`src/rtl/cpu_pkg.sv`:
```
// Shared CPU definitions: exception causes, the canonical NOP, the fetch-stage
// state encoding and the fetch-queue entry layout.
package cpu_pkg;

    localparam logic [3:0]  EXC_INSTR_MISALIGNED = 4'd0;
    localparam logic [3:0]  EXC_INSTR_ACCESS     = 4'd1;
    localparam logic [31:0] NOP_INSTR            = 32'h0000_0013;

    typedef enum logic {
        FETCH,
        HALT
    } fetch_state_e;

    typedef struct packed {
        logic [63:0] pc;
        logic [31:0] instr;
        logic        exc_en;
        logic [3:0]  exc_code;
        logic [63:0] exc_val;
    } fetch_entry_t;

    function automatic logic is_misaligned(input logic [63:0] addr);
        return addr[1:0] != 2'b00;
    endfunction

endpackage

```
`src/rtl/fetch_unit_if.sv`:
```
// Instruction-memory and decode-side signals of the fetch stage. The master
// modport is the fetch unit; the slave modport is the memory/decode environment.
interface fetch_unit_if;

    logic [63:0] pc_addr;
    logic [31:0] imem_instruction;
    logic        imem_exc_en;
    logic [3:0]  imem_exc_code;
    logic [63:0] imem_exc_val;

    logic        if_valid;
    logic        if_ready;
    logic [63:0] if_pc;
    logic [31:0] if_instr;
    logic        if_exc_en;
    logic [3:0]  if_exc_code;
    logic [63:0] if_exc_val;

    modport master (
        output pc_addr,
        input  imem_instruction,
        input  imem_exc_en,
        input  imem_exc_code,
        input  imem_exc_val,
        output if_valid,
        input  if_ready,
        output if_pc,
        output if_instr,
        output if_exc_en,
        output if_exc_code,
        output if_exc_val
    );

    modport slave (
        input  pc_addr,
        output imem_instruction,
        output imem_exc_en,
        output imem_exc_code,
        output imem_exc_val,
        input  if_valid,
        output if_ready,
        input  if_pc,
        input  if_instr,
        input  if_exc_en,
        input  if_exc_code,
        input  if_exc_val
    );

endinterface

```
`src/rtl/fetch_fifo.sv`:
```
// Small circular fetch queue. Flush beats push and pop; a push is accepted
// when full only if a pop frees the head slot in the same cycle.
module fetch_fifo
    import cpu_pkg::*;
#(
    parameter int unsigned DEPTH = 2
) (
    input  logic         clk,
    input  logic         rst,
    input  logic         flush,
    input  logic         push,
    input  logic         pop,
    input  fetch_entry_t wdata,
    output fetch_entry_t rdata,
    output logic         valid,
    output logic         full
);

    localparam int unsigned PtrW = (DEPTH > 1) ? $clog2(DEPTH) : 1;
    localparam int unsigned CntW = $clog2(DEPTH + 1);

    fetch_entry_t        mem [DEPTH];
    logic [PtrW-1:0]     rd_ptr_q;
    logic [PtrW-1:0]     wr_ptr_q;
    logic [CntW-1:0]     count_q;
    logic                do_push;
    logic                do_pop;

    function automatic logic [PtrW-1:0] ptr_inc(input logic [PtrW-1:0] p);
        return (p == PtrW'(DEPTH - 1)) ? '0 : p + 1'b1;
    endfunction

    assign valid   = count_q != '0;
    assign full    = count_q == CntW'(DEPTH);
    assign do_pop  = pop & valid;
    assign do_push = push & (~full | do_pop);
    assign rdata   = valid ? mem[rd_ptr_q] : '0;

    always_ff @(posedge clk) begin
        if (rst || flush) begin
            rd_ptr_q <= '0;
            wr_ptr_q <= '0;
            count_q  <= '0;
        end else begin
            if (do_push) begin
                wr_ptr_q <= ptr_inc(wr_ptr_q);
            end
            if (do_pop) begin
                rd_ptr_q <= ptr_inc(rd_ptr_q);
            end
            case ({do_push, do_pop})
                2'b10:   count_q <= count_q + 1'b1;
                2'b01:   count_q <= count_q - 1'b1;
                default: count_q <= count_q;
            endcase
        end
    end

    // Storage needs no reset; occupancy is tracked by count_q alone.
    always_ff @(posedge clk) begin
        if (do_push && !flush && !rst) begin
            mem[wr_ptr_q] <= wdata;
        end
    end

endmodule

```
`src/rtl/fetch_unit.sv`:
```
// Instruction-fetch stage: PC register, FETCH/HALT state machine, next-PC
// selection and misalignment check, feeding decode through a 2-entry queue.
module fetch_unit
    import cpu_pkg::*;
#(
    parameter logic [63:0] RESET_PC = 64'h0,
    parameter int unsigned QDEPTH   = 2
) (
    input  logic         clk,
    input  logic         rst,
    fetch_unit_if.master bus,
    input  logic         redirect_en,
    input  logic [63:0]  redirect_pc,
    input  logic         trap_en,
    input  logic [63:0]  trap_pc
);

    fetch_state_e state_q;
    logic [63:0]  pc_q;
    fetch_entry_t fetch_entry;
    fetch_entry_t head;
    logic         head_valid;
    logic         q_full;
    logic         flush;
    logic         pop;
    logic         push;

    assign flush = redirect_en | trap_en;
    assign pop   = head_valid & bus.if_ready;
    assign push  = (state_q == FETCH) & ~rst & ~flush & (~q_full | pop);

    // A misaligned PC never reaches memory semantics: it overrides any imem fault.
    always_comb begin
        fetch_entry    = '0;
        fetch_entry.pc = pc_q;
        if (is_misaligned(pc_q)) begin
            fetch_entry.instr    = NOP_INSTR;
            fetch_entry.exc_en   = 1'b1;
            fetch_entry.exc_code = EXC_INSTR_MISALIGNED;
            fetch_entry.exc_val  = pc_q;
        end else begin
            fetch_entry.instr    = bus.imem_instruction;
            fetch_entry.exc_en   = bus.imem_exc_en;
            fetch_entry.exc_code = bus.imem_exc_code;
            fetch_entry.exc_val  = bus.imem_exc_val;
        end
    end

    always_ff @(posedge clk) begin
        if (rst) begin
            pc_q    <= RESET_PC;
            state_q <= FETCH;
        end else if (trap_en) begin
            pc_q    <= trap_pc;
            state_q <= FETCH;
        end else if (redirect_en) begin
            pc_q    <= redirect_pc;
            state_q <= FETCH;
        end else if (push) begin
            // A faulting entry parks the PC on the faulting address.
            if (fetch_entry.exc_en) begin
                state_q <= HALT;
            end else begin
                pc_q <= pc_q + 64'd4;
            end
        end
    end

    fetch_fifo #(
        .DEPTH (QDEPTH)
    ) u_fifo (
        .clk   (clk),
        .rst   (rst),
        .flush (flush),
        .push  (push),
        .pop   (pop),
        .wdata (fetch_entry),
        .rdata (head),
        .valid (head_valid),
        .full  (q_full)
    );

    assign bus.pc_addr     = pc_q;
    assign bus.if_valid    = head_valid;
    assign bus.if_pc       = head.pc;
    assign bus.if_instr    = head.instr;
    assign bus.if_exc_en   = head.exc_en;
    assign bus.if_exc_code = head.exc_code;
    assign bus.if_exc_val  = head.exc_val;

endmodule
```
`src/flat_wrapper.sv`:
```
// flat-port wrapper written by rule: the top's interface ports become plain ports
module fetch_unit_flat import cpu_pkg::*;
#(
    parameter logic [63:0] RESET_PC = 64'h0,
    parameter int unsigned QDEPTH   = 2
)
  (clk, rst, redirect_en, redirect_pc, trap_en, trap_pc, bus_pc_addr, bus_imem_instruction, bus_imem_exc_en, bus_imem_exc_code, bus_imem_exc_val, bus_if_valid, bus_if_ready, bus_if_pc, bus_if_instr, bus_if_exc_en, bus_if_exc_code, bus_if_exc_val);
  fetch_unit_if bus_i ();
  input  logic clk;
  input  logic rst;
  input  logic redirect_en;
  input  logic [63:0] redirect_pc;
  input  logic trap_en;
  input  logic [63:0] trap_pc;
  output wire logic [$bits(bus_i.pc_addr)-1:0] bus_pc_addr;
  input wire logic [$bits(bus_i.imem_instruction)-1:0] bus_imem_instruction;
  input wire logic [$bits(bus_i.imem_exc_en)-1:0] bus_imem_exc_en;
  input wire logic [$bits(bus_i.imem_exc_code)-1:0] bus_imem_exc_code;
  input wire logic [$bits(bus_i.imem_exc_val)-1:0] bus_imem_exc_val;
  output wire logic [$bits(bus_i.if_valid)-1:0] bus_if_valid;
  input wire logic [$bits(bus_i.if_ready)-1:0] bus_if_ready;
  output wire logic [$bits(bus_i.if_pc)-1:0] bus_if_pc;
  output wire logic [$bits(bus_i.if_instr)-1:0] bus_if_instr;
  output wire logic [$bits(bus_i.if_exc_en)-1:0] bus_if_exc_en;
  output wire logic [$bits(bus_i.if_exc_code)-1:0] bus_if_exc_code;
  output wire logic [$bits(bus_i.if_exc_val)-1:0] bus_if_exc_val;
  assign bus_pc_addr = bus_i.pc_addr;
  assign bus_i.imem_instruction = bus_imem_instruction;
  assign bus_i.imem_exc_en = bus_imem_exc_en;
  assign bus_i.imem_exc_code = bus_imem_exc_code;
  assign bus_i.imem_exc_val = bus_imem_exc_val;
  assign bus_if_valid = bus_i.if_valid;
  assign bus_i.if_ready = bus_if_ready;
  assign bus_if_pc = bus_i.if_pc;
  assign bus_if_instr = bus_i.if_instr;
  assign bus_if_exc_en = bus_i.if_exc_en;
  assign bus_if_exc_code = bus_i.if_exc_code;
  assign bus_if_exc_val = bus_i.if_exc_val;
  fetch_unit #(.RESET_PC(RESET_PC), .QDEPTH(QDEPTH)) u_core (.clk(clk), .rst(rst), .bus(bus_i), .redirect_en(redirect_en), .redirect_pc(redirect_pc), .trap_en(trap_en), .trap_pc(trap_pc));
endmodule
```
`config.mk`:
```
export PLATFORM = sky130hd
export DESIGN_NAME = fetch_unit_flat
export DESIGN_NICKNAME = d
export VERILOG_FILES = /design/src/rtl/cpu_pkg.sv /design/src/rtl/fetch_unit_if.sv /design/src/rtl/fetch_fifo.sv /design/src/rtl/fetch_unit.sv /design/src/flat_wrapper.sv
export SDC_FILE = /design/constraint.sdc
export NUM_CORES = 1
export LEC_CHECK = 0
export CORE_ASPECT_RATIO = 0.7
export CORE_MARGIN = 10
export CORE_UTILIZATION = 51
export DETAILED_ROUTE_END_ITERATION = 16
export PLACE_DENSITY_LB_ADDON = 0.1
export SKIP_LAST_GASP = 1
export SLEW_MARGIN = 30
export SYNTH_ARGS = -nofsm -noshare
export SYNTH_HDL_FRONTEND = slang
export SYNTH_HIERARCHICAL = 1
export SYNTH_SLANG_ARGS = --single-unit
export TNS_END_PERCENT = 30
```
`constraint.sdc`:
```
create_clock -name clk -period 49.6 [get_ports clk]
set_input_delay 9.92 -clock clk [delete_from_list [all_inputs] [get_ports clk]]
set_output_delay 9.92 -clock clk [all_outputs]
set_load 0.01 [all_outputs]
```
* Yosys cells after proc, flatten, opt, wreduce, memory -nomap -nowiden
Memory sizes are Yosys's and may differ from the RTL's. A register that Yosys moved wholly into a read port is not among the register bits.
Cells that the tools add are included.
** Word-level totals
- Output and inout port bits :: 230
- Flip-flop bits (word level) :: 69
- Memory bits (writable) :: 330
- Memory bits (read-only) :: 0
- Memories kept :: 1
- Logic and storage cells :: 53
- Bits in latches :: 0
** Memories
- u_core.u_fifo.mem :: depth 2, bits a word 165, read ports 1, clocked after memory_dff 1, write ports 1, RTL line fetch_fifo.sv:22 : fetch_entry_t mem [DEPTH];
** Operators by class
- Reductions and logical operators :: 12
- Bitwise operators :: 13
- Div/mod/pow operators :: 0
- $add $sub $neg :: 5
- Order comparisons :: 0
- Eq/ne operators :: 4
- Multipliers :: 0
- Mux-type cells :: 13
- Shifts and indexed selects :: 0
** Operator list (number)
- $mux 64 :: 4
- $mux 165 :: 1
- $mux 101 :: 1
- $add 64x3->64 const B :: 1
- $and 1x1->1 :: 6
- $mux 1 :: 6
- $reduce_bool 2->1 :: 3
- $eq 2x2->1 const B :: 2
- $not 1->1 :: 4
- $pmux 2 s2 :: 1
- $reduce_and 2->1 :: 2
- $ne 3x3->1 const B :: 1
- $or 1x1->1 :: 3
- $reduce_bool 3->1 :: 1
- $reduce_or 3->1 :: 1
- $add 1x1->1 const B :: 2
- $add 2x1->2 const B :: 1
- $eq 2x1->1 const B :: 1
- $logic_and 1x1->1 :: 2
- $logic_not 1->1 :: 2
- $sub 2x1->2 const B :: 1
- $logic_or 1x1->1 :: 1

* Depth between registers and ports, before layout
Gate-level depths: netlist (run 1).
- Word-level depth :: 9
- Gate-level depth with buffers :: 11
- Mapped depth without buffers :: 9

* Hierarchy
The synthesis (run 1) kept the hierarchy.
** Modules (own cells, without submodules)
- fetch_fifo :: area an instance 12668.4 um^2, instances 1, cells each 725
- fetch_unit :: area an instance 6064.6 um^2, instances 1, cells each 814

* Worst setup path before layout (run 1)
OpenSTA, ideal clock, no wires.
- Path type :: input to register
- Start point :: input redirect_en
- End point :: memory u_core/u_fifo/mem[1][0] in the netlist's numbering (enable)
- Buffers on the path :: 2
- Data arrival time :: 27689 ps
- Stages :: 7
- Setup slack :: 20761 ps
- Path through :: clkbuf_1 > nor2_1 > nand2_1 > clkbuf_1 > nor3_1 > o21ai_2 > nor4b_1
** Between the ends
- Cells in the longest elaborated chain, start to end :: 9
** Ends and longest elaborated chain
- start, declared :: RTL line flat_wrapper.sv:11 : input logic redirect_en;
- $or 1x1->1 :: RTL line fetch_unit.sv:28 : assign flush = redirect_en | trap_en;
- $not 1->1 :: RTL line fetch_unit.sv:30 : assign push = (state_q == FETCH) & ~rst & ~flush & (~q_full | pop);
- $and 1x1->1 (2 in series) :: RTL line fetch_unit.sv:30
- named net u_core.push :: RTL line fetch_unit.sv:26 : logic push;
- $and 1x1->1 :: RTL line fetch_fifo.sv:36 : assign do_push = push & (~full | do_pop);
- $logic_and 1x1->1 (2 in series) :: RTL line fetch_fifo.sv:61 : if (do_push && !flush && !rst) begin
- $mux 1 :: RTL line fetch_fifo.sv:61
- $mux 1 (implied by the code) :: RTL line fetch_fifo.sv:62 : mem[wr_ptr_q] <= wdata;
- end, declared :: RTL line fetch_fifo.sv:22
The timed path passes the listed nets, and every way through them passes these cells.

* Worst setup path in the final report (run 1)
- Start point :: register u_core.u_fifo.count_q[0]
- End point :: output bus_if_valid
** Between the ends
- Cells in the longest elaborated chain, start to end :: 1
** Ends and longest elaborated chain
- start, declared :: RTL line fetch_fifo.sv:25 : logic [CntW-1:0] count_q;
- start signal, assigned :: RTL line fetch_fifo.sv:52 : 2'b10: count_q <= count_q + 1'b1;
- start signal, assigned :: RTL line fetch_fifo.sv:53 : 2'b01: count_q <= count_q - 1'b1;
- start signal, assigned :: RTL line fetch_fifo.sv:54 : default: count_q <= count_q;
- $reduce_bool 2->1 :: RTL line fetch_fifo.sv:33 : assign valid = count_q != '0;
- end, declared :: RTL line flat_wrapper.sv:20 : output wire logic [$bits(bus_i.if_valid)-1:0] bus_if_valid;
Every way passes these cells.

==> results of run 1 <==
==> kinds of logic after synthesis <==
| family | count (synthesis) | synth area share, % |
|---|---|---|
| AOI/OAI and AO/OA | 234 | 8.42 |
| xor gates and xnor gates | 21 | 0.982 |
| muxes | 225 | 12.4 |
| buffers and inverters | 173 | 5.35 |
| and+or+nand+nor | 484 | 12.3 |
| DFF | 400 | 60.4 |
| adders and majority gates | 2 | 0.134 |
==> final cells by class <==
cell class,count,area [um2]
inverter,18,67.6
clock buffer,47,1060
sequential,400,11300
tap,480,601
timing repair buffer,489,4860
multi-input combinational,966,6470
antenna,6,15.0
fill,2667,11400
clock inverter,26,283
==> cell usage after synthesis (all sizes together) (17+ instances only) <==
cell    number  area [um2]
a211oi      25         193
a21oi       47         235
a22oi       31         233
and2        39         244
buf        105         747
clkbuf      50         188
dfxtp       70        1400
edfxtp     330        9910
inv         17        63.8
mux2        54         608
mux2i      171        1710
nand2       68         255
nand3       30         155
nand4       32         206
nor2       218         818
nor3        32         165
nor4        24         178
o21ai       52         264
==> layer usage <==
layer	GRT usage (%)	up-vias	part of all wire (%)
met2	42.5	608	49
met3	6.48	81	8.8
met4	6.89	4	2.2
li1	-	6470	-
met1	32.3	6921	40
met5	0	-	0.030
==> worst min path at each step <==
| stage | start | depth (start not counted) | slack (ns) | to |
|---|---|---|---|---|
| after floorplan | u_core/u_fifo/wr_ptr_q | 2 | 0.44 | u_core/u_fifo/wr_ptr_q |
| final | u_core/u_fifo/wr_ptr_q | 2 | 0.51 | u_core/u_fifo/wr_ptr_q |
| after global placement | u_core/u_fifo/wr_ptr_q | 2 | 0.47 | u_core/u_fifo/wr_ptr_q |
| after CTS | u_core/u_fifo/wr_ptr_q | 2 | 0.49 | u_core/u_fifo/wr_ptr_q |
| after global routing | u_core/u_fifo/wr_ptr_q | 2 | 0.51 | u_core/u_fifo/wr_ptr_q |
| after detailed placement | u_core/u_fifo/wr_ptr_q | 2 | 0.48 | u_core/u_fifo/wr_ptr_q |
==> sequential cells by signal, summed over array words and instances, names as in the netlist, named ones only <==
signal	cells
u_core/u_fifo/mem	330
u_core/u_fifo/count_q	2
u_core/state_q	1
u_core/bus.pc_addr	64
u_core/u_fifo/wr_ptr_q	1
u_core/u_fifo/rd_ptr_q	1
==> stage by stage <==
stage	setup slack [ns]	std cells	instance area [um2]
final	35.80	2432	24700
after global routing	35.51	2432	24700
after CTS	35.70	2425	24600
after detailed placement	35.32	2352	23300
after global placement	35.40	2351	23300
after floorplan	20.76	1539	18700
==> where the power goes <==
group / leakage (nW) / internal [W] / switching [W]
clock network: 0.667 / 0.000184 / 0.000127
registers: 3.55 / 0.000371 / 0.0000106
logic: 3.62 / 0.0000385 / 0.0000321
total: 7.85 / 0.000594 / 0.000170
==> worst max-delay path: stages, from the launching register on <==
cell,delay [ns]
dfxtp_1,0.38
nor2_4,0.73
buf_4,0.65
buf_4,0.65
inv_1,0.20
clkdlybuf4s50_1,0.63
==> reports/results.ini, run 1 <==
[outcome]
status = finished, final reports clean

[clock_network]
cts_root_buf = clkbuf_16
cts_max_path_buffers = 3
post_cts_resized = 0
clk_latency_ns = 0.55
clk_pin_slew_ns = 0.06
post-cts-setup-buffers = 0
cts-htree-levels = 2
cts_buffers = 40
cts_sinks = 400
cts_hold_buffers = 0
cts_tree = yes

[floorplan]
die_x_um = 249
rows = 58
dieArea_mm2 = 0.0449
die_y_um = 180
ios = 464
core_mm2 = 0.0361
start_util_pct = 51.9

[timing]
period_needed_ns = 13.80
max_freq_ghz = 0.0724
period_share_pct = 27.8
slew_violations = 0
finalSetupViolations = 0
fin_skew_ns = 0.0214
slew_headroom_pct = 28.3
holdWs_ns = 0.506
fin_setup_tns_ns = 0
rsz0062_at_grt = no
tightest_slew_ns = 1.07
hold_viol_final = 0

[route]
final_antenna_net_count = 0
post-route-drc-count = 0
via_per_inst = 5.79
wirelength_mm = 60.1
drtIter0Drc = 1191
firstDrtPassIters = 7
vias = 14100
post_drt_wl_per_cell_um = 24.7

[synthesis]
ys_types = 71
syn_nets = 1775
synth_edf_count = 330
synth_cells = 1539
synthArstFlopShare_pct = 0
synth_area_mm2 = 0.0187
ys_seq_area_share_pct = 60.4
avgSynthCellArea_um2 = 12.2
synth_warnings = 6
synth-seq-cells = 400
synth_flop_cell = edfxtp_1

[critical_path]
worstPathRequired_ns = 39.68
rr_startpoint = u_core/u_fifo/count_q[0]
endpoint_kind = primary output
regToRegEndpoint = u_core/u_fifo/mem[0][144]
path_class = register to primary output
ff2ff_path_depth = 10
cp-endpoint = bus_if_valid
crit_path_start_kind = register
worstPathArrival_ns = 3.88
reg2reg_slack_ns = 44.83
critPathLaunch = u_core/u_fifo/count_q[0]
crit_path_max_fanout = 74

[global_route]
antenna_found_initial = 10
grt_pass1_vias = 14000
grtUsageTotal_pct = 25.4
grt_max_degree = 84
grt-ovfl-total = 0
grt_pass1_wl_mm = 89.2

[cells_and_area]
final_common_cell = clkdlybuf4s50_1
final_cell_mix = clkdlybuf4s50_1, edfxtp_1, nor2_1
fin_util_pct = 68.4
layout.nets = 2151
syn2layout_area_growth_pct = 31.7
drive_gt1_share_pct = 8.48

[pwr]
p_leak_nw = 7.85
total_power_w = 0.000764
ir_drop_v = 0.0000260
powerDensity_mw_per_mm2 = 31.0

[place]
numPortBuffers = 463
dp_hpwl_mm = 42.8
gp_congestion = 0.995

[min_path]
hold_path.class = register to register

[run]
cap_violations = 0

Power figures use the tool's default switching activity.
==> run 2: changes to the inputs <==
CORE_UTILIZATION = 50   (was 51)
clock period = 13.1 ns   (was 49.6 ns; I/O delays follow)
==> reports/results.ini, run 2 (synthesis results as in run 1) <==
[timing]
tightest_slew_ns = 1.02
rsz0062_at_grt = no
period_share_pct = 48.5
max_freq_ghz = 0.157
finalSetupViolations = 0
fin_setup_tns_ns = 0
period_needed_ns = 6.35
slew_headroom_pct = 31.5
slew_violations = 0
holdWs_ns = 0.490
hold_viol_final = 0
fin_skew_ns = 0.0190

[global_route]
grt-ovfl-total = 0
antenna_found_initial = 14
grt_pass1_wl_mm = 88.8
grtUsageTotal_pct = 25.3
grt_max_degree = 166
grt_pass1_vias = 14000

[critical_path]
regToRegEndpoint = u_core/u_fifo/mem[0][28]
reg2reg_slack_ns = 9.44
rr_startpoint = u_core/u_fifo/count_q[1]
worstPathArrival_ns = 6.52
critPathLaunch = redirect_en
endpoint_kind = register
ff2ff_path_depth = 8
worstPathRequired_ns = 13.26
path_class = input pin to register
crit_path_max_fanout = 64
crit_path_start_kind = input pin

[route]
final_antenna_net_count = 0
wirelength_mm = 60.3
drtIter0Drc = 1258
post_drt_wl_per_cell_um = 24.6
vias = 14100
post-route-drc-count = 0
via_per_inst = 5.77
firstDrtPassIters = 6

[floorplan]
start_util_pct = 50.6
die_x_um = 251
dieArea_mm2 = 0.0457
core_mm2 = 0.0371
ios = 464
die_y_um = 182
rows = 59

[clock_network]
cts_buffers = 42
cts_tree = yes
cts_sinks = 400
clk_pin_slew_ns = 0.06
cts_max_path_buffers = 3
post_cts_resized = 0
cts_hold_buffers = 0
clk_latency_ns = 0.55
post-cts-setup-buffers = 0
cts_root_buf = clkbuf_16
cts-htree-levels = 2

[cells_and_area]
syn2layout_area_growth_pct = 32.4
final_common_cell = clkdlybuf4s50_1
largest_reg_flops = 330
regMostFlops = u_core/u_fifo/mem
fin_cells = 2446
final_cell_mix = clkdlybuf4s50_1, edfxtp_1, nor2_1
layout.nets = 2150
drive_gt1_share_pct = 8.74

[place]
placed_cells = 2356
gp_congestion = 0.945
numPortBuffers = 463
dp_hpwl_mm = 42.4

[min_path]
hold_end = u_core/u_fifo/wr_ptr_q
hold_path.class = register to register
holdPathStages = 2
hp-start = u_core/u_fifo/wr_ptr_q

[pwr]
powerDensity_mw_per_mm2 = 119
total_power_w = 0.00295
ir_drop_v = 0.0000914
p_leak_nw = 7.89

[run]
cap_violations = 0

[outcome]
status = finished, final reports clean

==> run 2: worst max-delay path: stages <==
cell and delay [ns]:
clkdlybuf4s50_1 0.43, buf_4 0.26, nor2_2 0.14, buf_4 0.37, nand2_1 0.46, nor3_1 0.39
o21ai_2 0.19, nor2_4 0.73, buf_4 0.83
==> run 2: power by group <==
group          internal, W  total (W)  switching [W]
registers          0.00140    0.00144      0.0000408
clock network     0.000740    0.00124       0.000500
logic             0.000145   0.000266       0.000121
total              0.00229    0.00295       0.000661
==> run 2: cell type report <==
type | instances | area, um2
tap | 488 | 611
inverter | 18 | 67.6
antenna | 12 | 30.0
multi-input combinational | 966 | 6480
clock buffer | 56 | 1230
timing repair buffer | 486 | 4860
clock inverter | 20 | 216
sequential | 400 | 11300
fill | 2859 | 12300
==> run 2: metrics by stage <==
stage                     area, um2  utilization (%)  setup WS, ns
after floorplan               18700                -          1.82
after global placement        23300             62.8          6.19
after detailed placement      23300             62.8          6.22
after CTS                     24700             66.7          6.77
after global routing          24800             66.9          6.51
final                         24800             66.9          6.75
==> run 2: metal layers <==
layer	track usage [%]	part of all wire [%]	vias up
li1	-	-	6473
met1	32.3	41	6976
met2	41.5	49	556
met3	6.82	8.0	89
met4	7.45	2.1	8
met5	0	0.080	-
==> run 2: worst max path at each step <==
stage	endpoint	slack, ns	depth (start not counted)
after CTS	u_core/u_fifo/mem[0][22]	6.77	9
after global placement	u_core/u_fifo/mem[0][127]	6.19	9
final	u_core/u_fifo/mem[0][28]	6.75	9
after floorplan	u_core/u_fifo/mem[0][0]	1.82	6
after global routing	u_core/u_fifo/mem[0][22]	6.51	9
after detailed placement	u_core/u_fifo/mem[0][22]	6.22	9
==> run 3: changes to the inputs <==
clock period = 6 ns   (was 13.1 ns; I/O delays follow)
==> reports/results.ini, run 3 (synthesis results as in run 1) <==
[critical_path]
regToRegEndpoint = u_core/bus.pc_addr[47]
rr_startpoint = u_core/u_fifo/count_q[1]
endpoint_kind = register
critical_path.top_delay_family = buffers and inverters
worstPathArrival_ns = 4.48
path_cells = clkdlybuf4s50_1, nor2_4, inv_1, or3_1, nor2_4, buf_4
reg2reg_slack_ns = 2.17
crit_slowest_cell = buf_4
crit_path_max_fanout = 64
crit_path_frequent_cell = nor2_4
cpPeakStageDelay_ns = 0.70
worstPathRequired_ns = 6.16
path_class = input pin to register
ff2ff_path_depth = 9
crit_path_start_kind = input pin
path_buf_inv = 3

[min_path]
hold_path.class = register to register
holdPathStages = 2
hp-start = u_core/u_fifo/wr_ptr_q
hold_end = u_core/u_fifo/wr_ptr_q

[clock_network]
cts_root_buf = clkbuf_16
cts-htree-levels = 2
cts_hold_buffers = 0
cts_buffers = 40
clk_latency_ns = 0.54
cts_max_path_buffers = 3
post_cts_resized = 0
cts_tree = yes
post-cts-setup-buffers = 0
clk_pin_slew_ns = 0.06
cts_sinks = 400

[floorplan]
rows = 59
start_util_pct = 50.6
die_x_um = 251
core_mm2 = 0.0371
dieArea_mm2 = 0.0457
ios = 464
die_y_um = 182

[timing]
period_needed_ns = 4.31
fin_skew_ns = 0.0163
holdWs_ns = 0.484
hold_viol_final = 0
slew_violations = 0
tightest_slew_ns = 0.940
rsz0062_at_grt = no
period_share_pct = 71.9
max_freq_ghz = 0.232
slew_headroom_pct = 37.3
finalSetupViolations = 0

[pwr]
p_int_w = 0.00476
p_leak_nw = 7.79
p_comb_share_pct = 9.4
pwr-share-seq_pct = 51.4
sw_frac_of_total_pct = 22.6
powerDensity_mw_per_mm2 = 249
p_sw_w = 0.00139
p_clk_share_pct = 39.2
ir_drop_v = 0.000183
total_power_w = 0.00615

[cells_and_area]
largest_reg_flops = 330
regMostFlops = u_core/u_fifo/mem
final_common_cell = clkdlybuf4s50_1
fill_cells = 2787
fin_cells = 2441
final_cell_mix = clkdlybuf4s50_1, edfxtp_1, nor2_1
drive_gt1_share_pct = 8.10
layout.nets = 2145
syn2layout_area_growth_pct = 31.6

[place]
numPortBuffers = 463
gp_congestion = 0.887
dp_hpwl_mm = 43.3
placed_cells = 2354

[route]
post_drt_wl_per_cell_um = 25.0
wirelength_mm = 61.0
drtIter0Drc = 1218
wl_met2_mm = 29.4
firstDrtPassIters = 5
met3_length_mm = 5.18
wl_met1_mm = 25.1
vias = 14100
post-route-drc-count = 0
final_antenna_net_count = 0
dr.max_layer_used = met5
via_per_inst = 5.77

[global_route]
antenna_found_initial = 16
grt-ovfl-total = 0
grt_pass1_wl_mm = 89.9
grt_pass1_vias = 13900
grtUsageTotal_pct = 25.6
grt_max_degree = 167

[run]
cap_violations = 0

[outcome]
status = finished, final reports clean

run 3: cell count changes in the layout (fill, tap and decap cells not counted), sizes merged, moves of 2 or more:
cell | previous run | this run
buf | 25 | 22
diode | 12 | 15
inv | 19 | 17
clkinvlp | 2 | 0
clkinv | 13 | 22
clkbuf | 56 | 47
run 3: power by group through the flow:
| stage | Clock [W] | Combinational (W) | Sequential [W] |
|---|---|---|---|
| final | 0.00241 | 0.000580 | 0.00316 |
| after global routing | 0.00257 | 0.000623 | 0.00316 |
| after CTS | 0.00245 | 0.000579 | 0.00316 |
| after detailed placement | 0 | 0.000575 | 0.00322 |
| after global placement | 0 | 0.000563 | 0.00321 |
| after floorplan | 0 | 0.000309 | 0.00317 |
run 3: worst max-delay path by stage:
stage	start	endpoint	slack, ns	cells past startpoint
after floorplan	trap_en	u_core/u_fifo/mem[1][0]	-1.67	7
after global placement	redirect_en	u_core/u_fifo/mem[0][27]	1.15	6
after detailed placement	redirect_en	u_core/u_fifo/mem[0][128]	1.16	6
after CTS	redirect_en	u_core/u_fifo/mem[0][30]	1.73	6
after global routing	redirect_en	u_core/u_fifo/mem[0][128]	1.53	6
final	redirect_en	u_core/u_fifo/mem[0][120]	1.69	6
run 3: area by class of cell:
cell class	instances	area (um2)	area share, %
Antenna cell	15	37.5	0.152
Clock buffer	47	1050	4.25
Clock inverter	24	186	0.756
Inverter	18	72.6	0.294
Multi-Input combinational cell	966	6510	26.4
Sequential cell	400	11300	45.9
Tap cell	488	611	2.48
Timing Repair Buffer	483	4870	19.8
run 3: per-stage QoR:
step / utilization, % / area, um2 / TNS (ns) / setup WS [ns]
floorplan: - / 18800 / -434.59 / -1.67
global placement: 63.0 / 23300 / 0 / 1.15
detailed placement: 63.0 / 23300 / 0 / 1.16
CTS: 66.3 / 24600 / 0 / 1.73
global route: 66.5 / 24600 / 0 / 1.53
finish: 66.5 / 24600 / 0 / 1.69
run 3: worst min-delay path, delay by kind of cell (launching register included):
kind             cells  cell delay [ns]
and+or+nand+nor      1             0.06
muxes                1             0.05
DFF                  1             0.33
run 3: layer usage:
| layer | GRT usage (%) | vias to the layer above |
|---|---|---|
| li1 | - | 6475 |
| met1 | 33.4 | 6954 |
| met2 | 41.4 | 577 |
| met3 | 7.16 | 69 |
| met4 | 6.82 | 6 |
| met5 | 0 | - |
